[src/rtl/serial_subtractor_using_fs.sv]
// Bit-serial subtractor: diff = a - b - bin, LSB first.
// One full-subtractor cell plus a borrow flop carried between bits.
module serial_subtractor_using_fs #(
  parameter int WIDTH = 8
) (
  input  logic             clk,
  input  logic             rst,
  input  logic             start,
  input  logic [WIDTH-1:0] a,
  input  logic [WIDTH-1:0] b,
  input  logic             bin,
  output logic             busy,
  output logic             done,
  output logic [WIDTH-1:0] diff,
  output logic             bout
);

  localparam int CW = (WIDTH > 1) ? $clog2(WIDTH) : 1;

  typedef enum logic [1:0] {
    IDLE  = 2'd0,
    SHIFT = 2'd1,
    FIN   = 2'd2
  } state_t;

  state_t           state;
  logic [WIDTH-1:0] a_sr;
  logic [WIDTH-1:0] b_sr;
  logic [WIDTH-2:0] res_sr;
  logic             br;
  logic [CW-1:0]    cnt;

  logic             a0;
  logic             b0;
  logic             d;
  logic             br_nxt;
  logic [WIDTH-1:0] res_nxt;

  // Full-subtractor cell on the current LSBs; res_sr keeps only
  // the bits that survive into the final result.
  always_comb begin
    a0      = a_sr[0];
    b0      = b_sr[0];
    d       = a0 ^ b0 ^ br;
    br_nxt  = (~a0 & b0) | (~(a0 ^ b0) & br);
    res_nxt = {d, res_sr};
  end

  // Control FSM, operand/result shifters and registered status.
  always_ff @(posedge clk) begin
    if (rst) begin
      state  <= IDLE;
      a_sr   <= '0;
      b_sr   <= '0;
      res_sr <= '0;
      br     <= 1'b0;
      cnt    <= '0;
      busy   <= 1'b0;
      done   <= 1'b0;
      diff   <= '0;
      bout   <= 1'b0;
    end else begin
      unique case (state)
        IDLE: begin
          if (start) begin
            a_sr  <= a;
            b_sr  <= b;
            br    <= bin;
            cnt   <= '0;
            state <= SHIFT;
            busy  <= 1'b1;
          end
        end
        SHIFT: begin
          a_sr   <= a_sr >> 1;
          b_sr   <= b_sr >> 1;
          br     <= br_nxt;
          res_sr <= res_nxt[WIDTH-1:1];
          cnt    <= cnt + CW'(1);
          if (cnt == CW'(WIDTH - 1)) begin
            diff  <= res_nxt;
            bout  <= br_nxt;
            state <= FIN;
            busy  <= 1'b0;
            done  <= 1'b1;
          end
        end
        FIN: begin
          done  <= 1'b0;
          state <= IDLE;
        end
        default: begin
          state <= IDLE;
          busy  <= 1'b0;
          done  <= 1'b0;
        end
      endcase
    end
  end

endmodule

[config.mk]
export PLATFORM = sky130hd
export DESIGN_NAME = serial_subtractor_using_fs
export DESIGN_NICKNAME = d
export VERILOG_FILES = /design/src/rtl/serial_subtractor_using_fs.sv
export SDC_FILE = /design/constraint.sdc
export NUM_CORES = 1
export LEC_CHECK = 0
export CAP_MARGIN = 30
export CORE_ASPECT_RATIO = 0.9
export CORE_MARGIN = 10
export CORE_UTILIZATION = 58
export CTS_BUF_LIST = sky130_fd_sc_hd__clkbuf_4
export DETAILED_ROUTE_END_ITERATION = 12
export PLACE_DENSITY = 0.87
export SYNTH_ARGS = -nofsm -noshare
export SYNTH_HDL_FRONTEND = slang
export SYNTH_SLANG_ARGS = --single-unit
[constraint.sdc]
create_clock -name clk -period 2.4 [get_ports clk]
set_input_delay 0.36 -clock clk [delete_from_list [all_inputs] [get_ports clk]]
set_output_delay 0.36 -clock clk [all_outputs]
set_load 0.02 [all_outputs]
Yosys cells after proc, flatten, opt, wreduce, memory -nomap -nowiden
Cells that the tools add are included.
W data, S select, Z words.
{"block": "totals", "regBits": 40, "in_bits": 20, "output_inout_bits": 11, "elab_cells": 48}
{"block": "op_classes", "add_sub_neg": 1, "n_eq_ne": 5, "muxes": 16, "bitwise_logic": 9, "n_reduce_logical": 7}
{"operator": "$pmux W8 S2", "n": 2}
{"operator": "$mux W8", "n": 2}
{"operator": "$reduce_and A2 Y1", "n": 4}
{"operator": "$pmux W3 S2", "n": 1}
{"operator": "$mux W1", "n": 4}
{"operator": "$mux W2", "n": 2}
{"operator": "$ne A2 B2 Y1 const B", "n": 2}
{"operator": "$not A1 Y1", "n": 4}
{"operator": "$pmux W1 S2", "n": 2}
{"operator": "$pmux W2 S2", "n": 1}
{"operator": "$add A3 B1 Y3 const B", "n": 1}
{"operator": "$eq A3 B3 Y1 const B", "n": 1}
{"operator": "$mux W3", "n": 1}
{"operator": "$pmux W1 S3", "n": 1}
{"operator": "$reduce_and A3 Y1", "n": 1}
{"operator": "$and A1 B1 Y1", "n": 2}
{"operator": "$eq A2 B1 Y1 const B", "n": 1}
{"operator": "$eq A2 B2 Y1 const B", "n": 1}
{"operator": "$logic_not A2 Y1", "n": 1}
{"operator": "$reduce_bool A2 Y1", "n": 1}
{"operator": "$xor A1 B1 Y1", "n": 2}
{"operator": "$or A1 B1 Y1", "n": 1}

Logic depth before layout (Yosys ltp)
Gate-level depths: netlist (run 1).
{"block": "depth", "word_depth": 5, "ltp_mapped": 6, "depth_no_buf": 5}

Worst setup path after synthesis (run 1)
No wires, ideal clock.
{"block": "synth_path", "path_kind": "register to register", "from": "register cnt[0]", "to": "register bout", "setup_ps": 86, "arrival_time_ps": 1220, "required_ps": 2314, "slack_ps": 1093, "stages_incl_launch_ff": 6, "path_buffers": 1, "period_less_slack_ps": 1307, "cell_sequence": "dfxtp_1 ha_1 ha_1 and3b_1 buf_4 a211oi_1"}
{"block": "synth_between", "elab_chain_len": 2}
{"item": "start, declared", "line": "31", "source": "logic [CW-1:0] cnt;"}
{"item": "start signal, assigned", "line": "79", "source": "cnt <= cnt + CW'(1);"}
{"item": "$eq A3 B3 Y1", "line": "80", "source": "if (cnt == CW'(WIDTH - 1)) begin"}
{"item": "$reduce_and A2 Y1 (no line)"}
{"item": "end signal, assigned", "line": "82", "source": "bout <= br_nxt;"}
{"item": "end, declared", "line": "15", "source": "output logic bout"}
No other way between the ends.
A chain may end at the register's enable or synchronous reset.

Worst setup path in the final report (run 1)
{"block": "layout_path", "from": "register diff[1]", "to": "output diff[1]"}
{"item": "start, declared", "line": "14", "source": "output logic [WIDTH-1:0] diff,"}
{"item": "start signal, assigned", "line": "81", "source": "diff <= res_nxt;"}
No word-level cell between the ends.

==> run_summary.xml, run 1 <==
<?xml version="1.0" encoding="UTF-8"?>
<metrics>
  <group name="clocking">
    <metric name="ctsHtreeMaxLevel" unit="">2</metric>
    <metric name="cts.sink_count" unit="">40</metric>
    <metric name="numCtsBuffers" unit="">5</metric>
    <metric name="post_cts_resized" unit="">0</metric>
    <metric name="cts_tree" unit="">built</metric>
    <metric name="path_clk_slew" unit="ns">0.12</metric>
    <metric name="clk_latency" unit="ns">0.35</metric>
    <metric name="cts.hold.buffers_added" unit="">0</metric>
    <metric name="post_cts_buffers" unit="">0</metric>
    <metric name="clock_path_buffers" unit="">2</metric>
    <metric name="root_buf_cell" unit="">clkbuf_4</metric>
  </group>
  <group name="pwr">
    <metric name="p_sw" unit="mW">0.331</metric>
    <metric name="switching_portion_of_total_power" unit="">0.249</metric>
    <metric name="total_power" unit="mW">1.33</metric>
    <metric name="clock_power_share" unit="">0.320</metric>
    <metric name="intPower" unit="mW">0.999</metric>
    <metric name="share_comb_of_total_power" unit="">0.140</metric>
    <metric name="vdd_drop_max" unit="mV">0.414</metric>
    <metric name="pwr_density_cell" unit="mW/mm^2">641</metric>
    <metric name="power_frac_seq" unit="">0.540</metric>
    <metric name="total_leakage_power" unit="nW">0.742</metric>
  </group>
  <group name="global_route">
    <metric name="number_of_antenna_violations_at_the_first_check_in_global_routing" unit="">0</metric>
    <metric name="grt_start_max_net_pins" unit="">41</metric>
    <metric name="globalRoute.totalOverflow" unit="">0</metric>
    <metric name="track_usage" unit="">0.136</metric>
    <metric name="grt_pass1_wl" unit="mm">6.08</metric>
    <metric name="grt_pass1_vias" unit="">1328</metric>
  </group>
  <group name="yosys">
    <metric name="synth_warnings" unit="">0</metric>
    <metric name="postSynthRegisterBits" unit="">40</metric>
    <metric name="ys_seq_area_frac" unit="">0.464</metric>
    <metric name="synthesis.area_per_instance" unit="um^2">9.54</metric>
    <metric name="netlist-cell-type-count" unit="">25</metric>
    <metric name="postSynthCellCount" unit="">181</metric>
    <metric name="net_count_of_the_mapped_netlist" unit="">204</metric>
    <metric name="mappedNetlistArea" unit="mm^2">0.00173</metric>
  </group>
  <group name="detailed_routing">
    <metric name="drc" unit="">0</metric>
    <metric name="drt_first_iter_violations" unit="">104</metric>
    <metric name="dr_total_vias" unit="">1354</metric>
    <metric name="routed_vias_inst" unit="">5.46</metric>
    <metric name="wl_per_cell" unit="um">14.4</metric>
    <metric name="wl" unit="mm">3.58</metric>
    <metric name="drt_pass1_iterations" unit="">4</metric>
    <metric name="antenna_violating_nets_post_route" unit="">0</metric>
  </group>
  <group name="final_layout">
    <metric name="area_growth_syn_to_layout" unit="%">20.1</metric>
    <metric name="mostFrequentLayoutCells" unit="">dfxtp_1, nand2_1, clkdlybuf4s50_1, nor2_1, a21oi_1</metric>
    <metric name="post_layout_nonfiller_instances" unit="">248</metric>
    <metric name="post_route_cells_drive_above_1_share" unit="">0.125</metric>
    <metric name="insertedDiodeCount" unit="">0</metric>
    <metric name="final_common_cell" unit="">dfxtp_1</metric>
    <metric name="final.fill_count" unit="">209</metric>
    <metric name="final_cell_area" unit="mm^2">0.00207</metric>
    <metric name="layout.nets" unit="">230</metric>
    <metric name="final_core_util" unit="">0.743</metric>
  </group>
  <group name="sta">
    <metric name="setup_repair_after_global_routing_missed_its_margin" unit="">false</metric>
    <metric name="final_max_slew_viol_count" unit="">0</metric>
    <metric name="final_hold_violation_count" unit="">0</metric>
    <metric name="fin_crit" unit="ns">1.68</metric>
    <metric name="fin_worst_skew" unit="ns">0.00934</metric>
    <metric name="finalSetupViolations" unit="">0</metric>
    <metric name="timing.final.crit_share" unit="">0.698</metric>
    <metric name="maxSlewHeadroom" unit="">0.526</metric>
    <metric name="setup_slack" unit="ns">0.724</metric>
    <metric name="fin_tns_setup" unit="ns">0</metric>
    <metric name="achievable-frequency" unit="MHz">597</metric>
    <metric name="hold-worst-slack" unit="ns">0.459</metric>
    <metric name="tightest_slew" unit="ns">0.710</metric>
  </group>
  <group name="critical_path">
    <metric name="timing.setup.critical_path_class" unit="">reg2out</metric>
    <metric name="worstSetupStartpointType" unit="">flop</metric>
    <metric name="critical_path.cell_chain" unit="">clkdlybuf4s50_1</metric>
    <metric name="cp_slowest_stage_delay" unit="ns">0.61</metric>
    <metric name="crit_family" unit="">buffers and inverters</metric>
    <metric name="critPathMaxFanout" unit="">2</metric>
    <metric name="endpoint_type_of_the_worst_setup_path" unit="">output port</metric>
    <metric name="worstPathArrival" unit="ns">1.32</metric>
    <metric name="critPathSlowestCell" unit="">clkdlybuf4s50_1</metric>
    <metric name="worst_ep_required_time" unit="ns">2.04</metric>
    <metric name="critPathBufInv" unit="">1</metric>
  </group>
  <group name="placed_design">
    <metric name="pre_cts_slack" unit="ns">0.599</metric>
    <metric name="gpl.final_weighted_congestion" unit="">0.745</metric>
    <metric name="postPlaceCellArea" unit="mm^2">0.00200</metric>
    <metric name="inst_count_dp" unit="">240</metric>
    <metric name="numPortBuffers" unit="">30</metric>
    <metric name="hpwlAfterDp" unit="mm">2.52</metric>
  </group>
  <group name="die">
    <metric name="floorplan.rows" unit="">18</metric>
    <metric name="core_region_area" unit="mm^2">0.00279</metric>
    <metric name="die_h" unit="um">71.8</metric>
    <metric name="die_x" unit="um">77.5</metric>
    <metric name="die_area" unit="mm^2">0.00556</metric>
    <metric name="boundaryPins" unit="">31</metric>
    <metric name="initial_core_util" unit="">0.618</metric>
  </group>
  <group name="status">
    <metric name="outcome" unit="">finished clean</metric>
  </group>
  <group name="run">
    <metric name="timing.max_cap.violations" unit="">0</metric>
  </group>
  <group name="worst_hold_path">
    <metric name="timing.hold.worst.class" unit="">reg2reg</metric>
  </group>
</metrics>
-- routing by layer --
metal	up-vias	routed length (um)	GRT usage
li1	677	-	-
met1	639	1590	0.158
met2	31	1700	0.219
met3	7	210	0.0561
met4	0	80	0.0526
met5	-	0	0
-- flip-flops by register name, indices dropped and copies added, names as in the netlist --
register	flops
a_sr	8
b_sr	8
diff	8
res_sr	7
cnt	3
state	2
bout	1
br	1
busy	1
done	1
-- cells by family (layout without fill, tap and decap cells) --
kind of cell / after synthesis / after routing / share of synthesized area
and+or+nand+nor: 63 / 63 / 0.155
AOI/OAI and AO/OA: 45 / 45 / 0.214
DFF: 40 / 40 / 0.464
buffers and inverters: 16 / 43 / 0.0601
muxes: 14 / 14 / 0.0812
adders and majority gates: 3 / 3 / 0.0261
-- cells in the mapped netlist, drive strengths merged --
master | n | area share
mux2i | 14 | 0.081
a21oi | 20 | 0.058
a211oi | 17 | 0.12
o21bai | 1 | 0.0043
fa | 1 | 0.012
nor2 | 22 | 0.048
o21ba | 1 | 0.0094
buf | 11 | 0.049
o21ai | 3 | 0.0087
nor3 | 1 | 0.0029
nand2b | 2 | 0.0072
clkbuf | 2 | 0.0043
nand3 | 2 | 0.0058
and3b | 1 | 0.0051
dfxtp | 40 | 0.46
nand3b | 1 | 0.0065
ha | 2 | 0.014
a22oi | 3 | 0.013
nand2 | 30 | 0.065
inv | 3 | 0.0065
nor2b | 4 | 0.014
-- final timing paths --
check             startpoint       to  slack [ns]  cells after the start
setup / recovery     diff[1]  diff[1]        0.72                      1
hold / removal       diff[0]  diff[0]        0.46                      2
setup reg to reg    state[0]  a_sr[5]        0.77                      4
hold reg to reg      diff[0]  diff[0]        0.46                      2
-- area by class of cell --
type / count / area (um^2) / share of cell area
multi-input cells: 125 / 822 / 0.396
inverters: 3 / 11.3 / 0.00543
repair buffers: 32 / 315 / 0.152
flip-flops and latches: 40 / 801 / 0.386
clock inverters: 3 / 37.5 / 0.0181
well taps: 40 / 50.0 / 0.0241
clock buffers: 5 / 37.5 / 0.0181
-- worst register-to-register path, delay by kind of cell (launching register included) --
family	cells	cell delay (ns)
buffers and inverters	1	0.33
flip-flops	1	0.41
AND/OR/NAND/NOR	1	0.11
AO/OA/AOI/OAI	2	0.71
-- power by group through the flow --
stage                     clock (mW)  combinational [mW]  sequential [mW]
final                          0.426               0.187            0.718
after CTS                      0.432               0.188            0.718
after detailed placement           0               0.187            0.733
after floorplan                    0               0.143            0.728
after global placement             0               0.179            0.730
after global routing           0.459               0.206            0.722
Note: power is estimated with default switching activity, not from simulation.
==> run 2, diff against run 1 <==
--- a/config.mk
+++ b/config.mk
@@ -8,10 +8,10 @@
 export CAP_MARGIN = 30
 export CORE_ASPECT_RATIO = 0.9
 export CORE_MARGIN = 10
-export CORE_UTILIZATION = 58
+export CORE_UTILIZATION = 48
 export CTS_BUF_LIST = sky130_fd_sc_hd__clkbuf_4
 export DETAILED_ROUTE_END_ITERATION = 12
-export PLACE_DENSITY = 0.87
+export PLACE_DENSITY = 0.77
 export SYNTH_ARGS = -nofsm -noshare
 export SYNTH_HDL_FRONTEND = slang
 export SYNTH_SLANG_ARGS = --single-unit
==> constraint.sdc (replaced) <==
create_clock -name clk -period 1.44 [get_ports clk]
set_input_delay 0.216 -clock clk [delete_from_list [all_inputs] [get_ports clk]]
set_output_delay 0.216 -clock clk [all_outputs]
set_load 0.02 [all_outputs]
==> run 2 against run 1 <==
Compared with the run above:
- worst setup slack got worse by 0.64 ns
- wire length decreased by 0.25%
- count of clock-buffer cells in the layout unchanged
- global-route usage shrank 2.6 points
- critical path depth is 5 higher
- clock skew grew 0.0057 ns
- sequential share of layout area decreased by 1.7 points
- utilization shrank 11 points
- combinational power is 84% higher
- final cell count grew 3.6%
==> run_summary.xml, run 2 (synthesized netlist as in run 1, its figures left out) <==
<?xml version="1.0" encoding="UTF-8"?>
<metrics>
  <group name="clocking">
    <metric name="path_clk_slew" unit="ns">0.12</metric>
    <metric name="ctsHtreeMaxLevel" unit="">2</metric>
    <metric name="root_buf_cell" unit="">clkbuf_4</metric>
    <metric name="clock_path_buffers" unit="">2</metric>
    <metric name="cts_tree" unit="">built</metric>
    <metric name="cts.sink_count" unit="">40</metric>
    <metric name="post_cts_buffers" unit="">0</metric>
    <metric name="numCtsBuffers" unit="">5</metric>
    <metric name="cts.hold.buffers_added" unit="">0</metric>
    <metric name="clk_latency" unit="ns">0.35</metric>
  </group>
  <group name="sta">
    <metric name="finalSetupViolations" unit="">0</metric>
    <metric name="tightest_slew" unit="ns">0.359</metric>
    <metric name="achievable-frequency" unit="MHz">739</metric>
    <metric name="fin_worst_skew" unit="ns">0.0151</metric>
    <metric name="maxSlewHeadroom" unit="">0.761</metric>
    <metric name="fin_crit" unit="ns">1.35</metric>
    <metric name="timing.final.crit_share" unit="">0.939</metric>
    <metric name="final_max_slew_viol_count" unit="">0</metric>
    <metric name="setup_repair_after_global_routing_missed_its_margin" unit="">false</metric>
    <metric name="final_hold_violation_count" unit="">0</metric>
    <metric name="fin_tns_setup" unit="ns">0</metric>
  </group>
  <group name="run">
    <metric name="timing.max_cap.violations" unit="">0</metric>
  </group>
  <group name="die">
    <metric name="die_x" unit="um">83.2</metric>
    <metric name="boundaryPins" unit="">31</metric>
    <metric name="floorplan.rows" unit="">20</metric>
    <metric name="initial_core_util" unit="">0.504</metric>
    <metric name="core_region_area" unit="mm^2">0.00343</metric>
    <metric name="die_h" unit="um">76.9</metric>
    <metric name="die_area" unit="mm^2">0.00640</metric>
  </group>
  <group name="placed_design">
    <metric name="gpl.final_weighted_congestion" unit="">0.749</metric>
    <metric name="numPortBuffers" unit="">30</metric>
    <metric name="hpwlAfterDp" unit="mm">2.70</metric>
    <metric name="postPlaceCellArea" unit="mm^2">0.00208</metric>
  </group>
  <group name="detailed_routing">
    <metric name="drt_pass1_iterations" unit="">4</metric>
    <metric name="wl" unit="mm">3.57</metric>
    <metric name="dr_total_vias" unit="">1332</metric>
    <metric name="routed_vias_inst" unit="">5.18</metric>
    <metric name="wl_per_cell" unit="um">13.9</metric>
    <metric name="antenna_violating_nets_post_route" unit="">0</metric>
    <metric name="drt_first_iter_violations" unit="">92</metric>
    <metric name="drc" unit="">0</metric>
  </group>
  <group name="final_layout">
    <metric name="final_common_cell" unit="">dfxtp_1</metric>
    <metric name="reg_top3" unit="">a_sr (8), b_sr (8), diff (8)</metric>
    <metric name="area_growth_syn_to_layout" unit="%">26.0</metric>
    <metric name="sequential_cell_area" unit="um^2">802</metric>
    <metric name="final_cell_area" unit="mm^2">0.00218</metric>
    <metric name="layout.nets" unit="">236</metric>
    <metric name="final.fill_count" unit="">268</metric>
    <metric name="post_route_cells_drive_above_1_share" unit="">0.164</metric>
    <metric name="multi_input_comb_area" unit="um^2">831</metric>
    <metric name="mostFrequentLayoutCells" unit="">dfxtp_1, nand2_1, nor2_1, a21oi_1, clkdlybuf4s50_1</metric>
    <metric name="insertedDiodeCount" unit="">0</metric>
  </group>
  <group name="pwr">
    <metric name="total_power" unit="mW">2.43</metric>
    <metric name="pwr_density_cell" unit="mW/mm^2">1110</metric>
    <metric name="total_leakage_power" unit="nW">0.876</metric>
    <metric name="vdd_drop_max" unit="mV">0.671</metric>
  </group>
  <group name="worst_hold_path">
    <metric name="holdPathStages" unit="">2</metric>
    <metric name="min_from" unit="">rst</metric>
    <metric name="timing.hold.worst.class" unit="">in2reg</metric>
    <metric name="holdPathEnd" unit="">res_sr[0]</metric>
  </group>
  <group name="critical_path">
    <metric name="rrSetupSlack" unit="ns">0.09</metric>
    <metric name="critPathMaxFanout" unit="">7</metric>
    <metric name="worst_ep_required_time" unit="ns">1.68</metric>
    <metric name="worstPathArrival" unit="ns">1.59</metric>
    <metric name="end_of_the_worst_register_to_register_path" unit="">diff[5]</metric>
    <metric name="crit-reg2reg-launch" unit="">cnt[0]</metric>
    <metric name="timing.setup.critical_path_class" unit="">reg2reg</metric>
    <metric name="endpoint_type_of_the_worst_setup_path" unit="">flop</metric>
    <metric name="reg2regPathDepth" unit="">6</metric>
    <metric name="worstSetupStartpointType" unit="">flop</metric>
  </group>
  <group name="global_route">
    <metric name="grt_pass1_vias" unit="">1280</metric>
    <metric name="grt_pass1_wl" unit="mm">5.91</metric>
    <metric name="globalRoute.totalOverflow" unit="">0</metric>
    <metric name="track_usage" unit="">0.109</metric>
    <metric name="number_of_antenna_violations_at_the_first_check_in_global_routing" unit="">0</metric>
    <metric name="grt_start_max_net_pins" unit="">26</metric>
  </group>
  <group name="status">
    <metric name="outcome" unit="">finished clean</metric>
  </group>
</metrics>
==> run 2: cell types whose count changed in the layout (fill, tap and decap cells not counted) <==
cell,before,now
buf_12,0,3
buf_2,0,1
buf_4,2,5
bufinv_16,1,2
clkdlybuf4s50_1,30,18
clkinv_1,2,0
dfxtp_1,40,39
dfxtp_2,0,1
dlygate4sd2_1,0,11
nand3b_2,1,0
nand3b_4,0,1
==> run 2: what timing repair did <==
action / 4_1_cts / 5_1_grt
endpoints found under the setup margin: 11 / 4
gates resized for setup: 11 / 2
endpoints found under the hold margin: 0 / 0
==> run 2: report_power, final <==
part           leakage (nW)  switching, mW  internal, mW
registers             0.328         0.0313          1.16
clock network        0.0513          0.356         0.532
logic                 0.497          0.172         0.172
==> run 2: critical path, cell delays in order (launching register included) <==
cell,delay (ns)
dfxtp_2,0.35
ha_1,0.19
ha_1,0.20
and3b_1,0.21
buf_4,0.17
nand2_1,0.07
a21oi_1,0.05
==> run 2: routing by layer <==
layer  vias up  track usage  wire length [um]
li1        684            -                 -
met1       619        0.127              1540
met2        22        0.182              1850
met3         7       0.0253               114
met4         0       0.0561                74
met5         -            0                 0
==> run 2: per-stage QoR <==
stage	util	instances	hold WS (ns)	worst slack, ns
after global routing	0.635	257	0.242	0.0358
after detailed placement	0.607	250	0.448	0.0203
after CTS	0.632	257	0.225	0.0617
after global placement	0.607	250	0.446	0.0899
final	0.635	257	0.237	0.0876
after floorplan	-	181	0.377	0.133
==> run 2: worst max path at each step <==
stage                     cells past startpoint      end   start  slack [ns]
after global placement                        5  b_sr[2]   start        0.09
after global routing                          6  diff[1]  cnt[0]        0.04
after detailed placement                      5  b_sr[4]   start        0.02
final                                         6  diff[5]  cnt[0]        0.09
after CTS                                     6  diff[0]  cnt[0]        0.06
after floorplan                               5     bout  cnt[0]        0.13
==> run 2: layout make-up <==
| class | count | share of cell area |
|---|---|---|
| multi-input cells | 125 | 0.382 |
| flip-flops and latches | 40 | 0.369 |
| repair buffers | 38 | 0.174 |
| clock inverters | 2 | 0.0276 |
| well taps | 44 | 0.0253 |
| clock buffers | 5 | 0.0173 |
| inverters | 3 | 0.00518 |
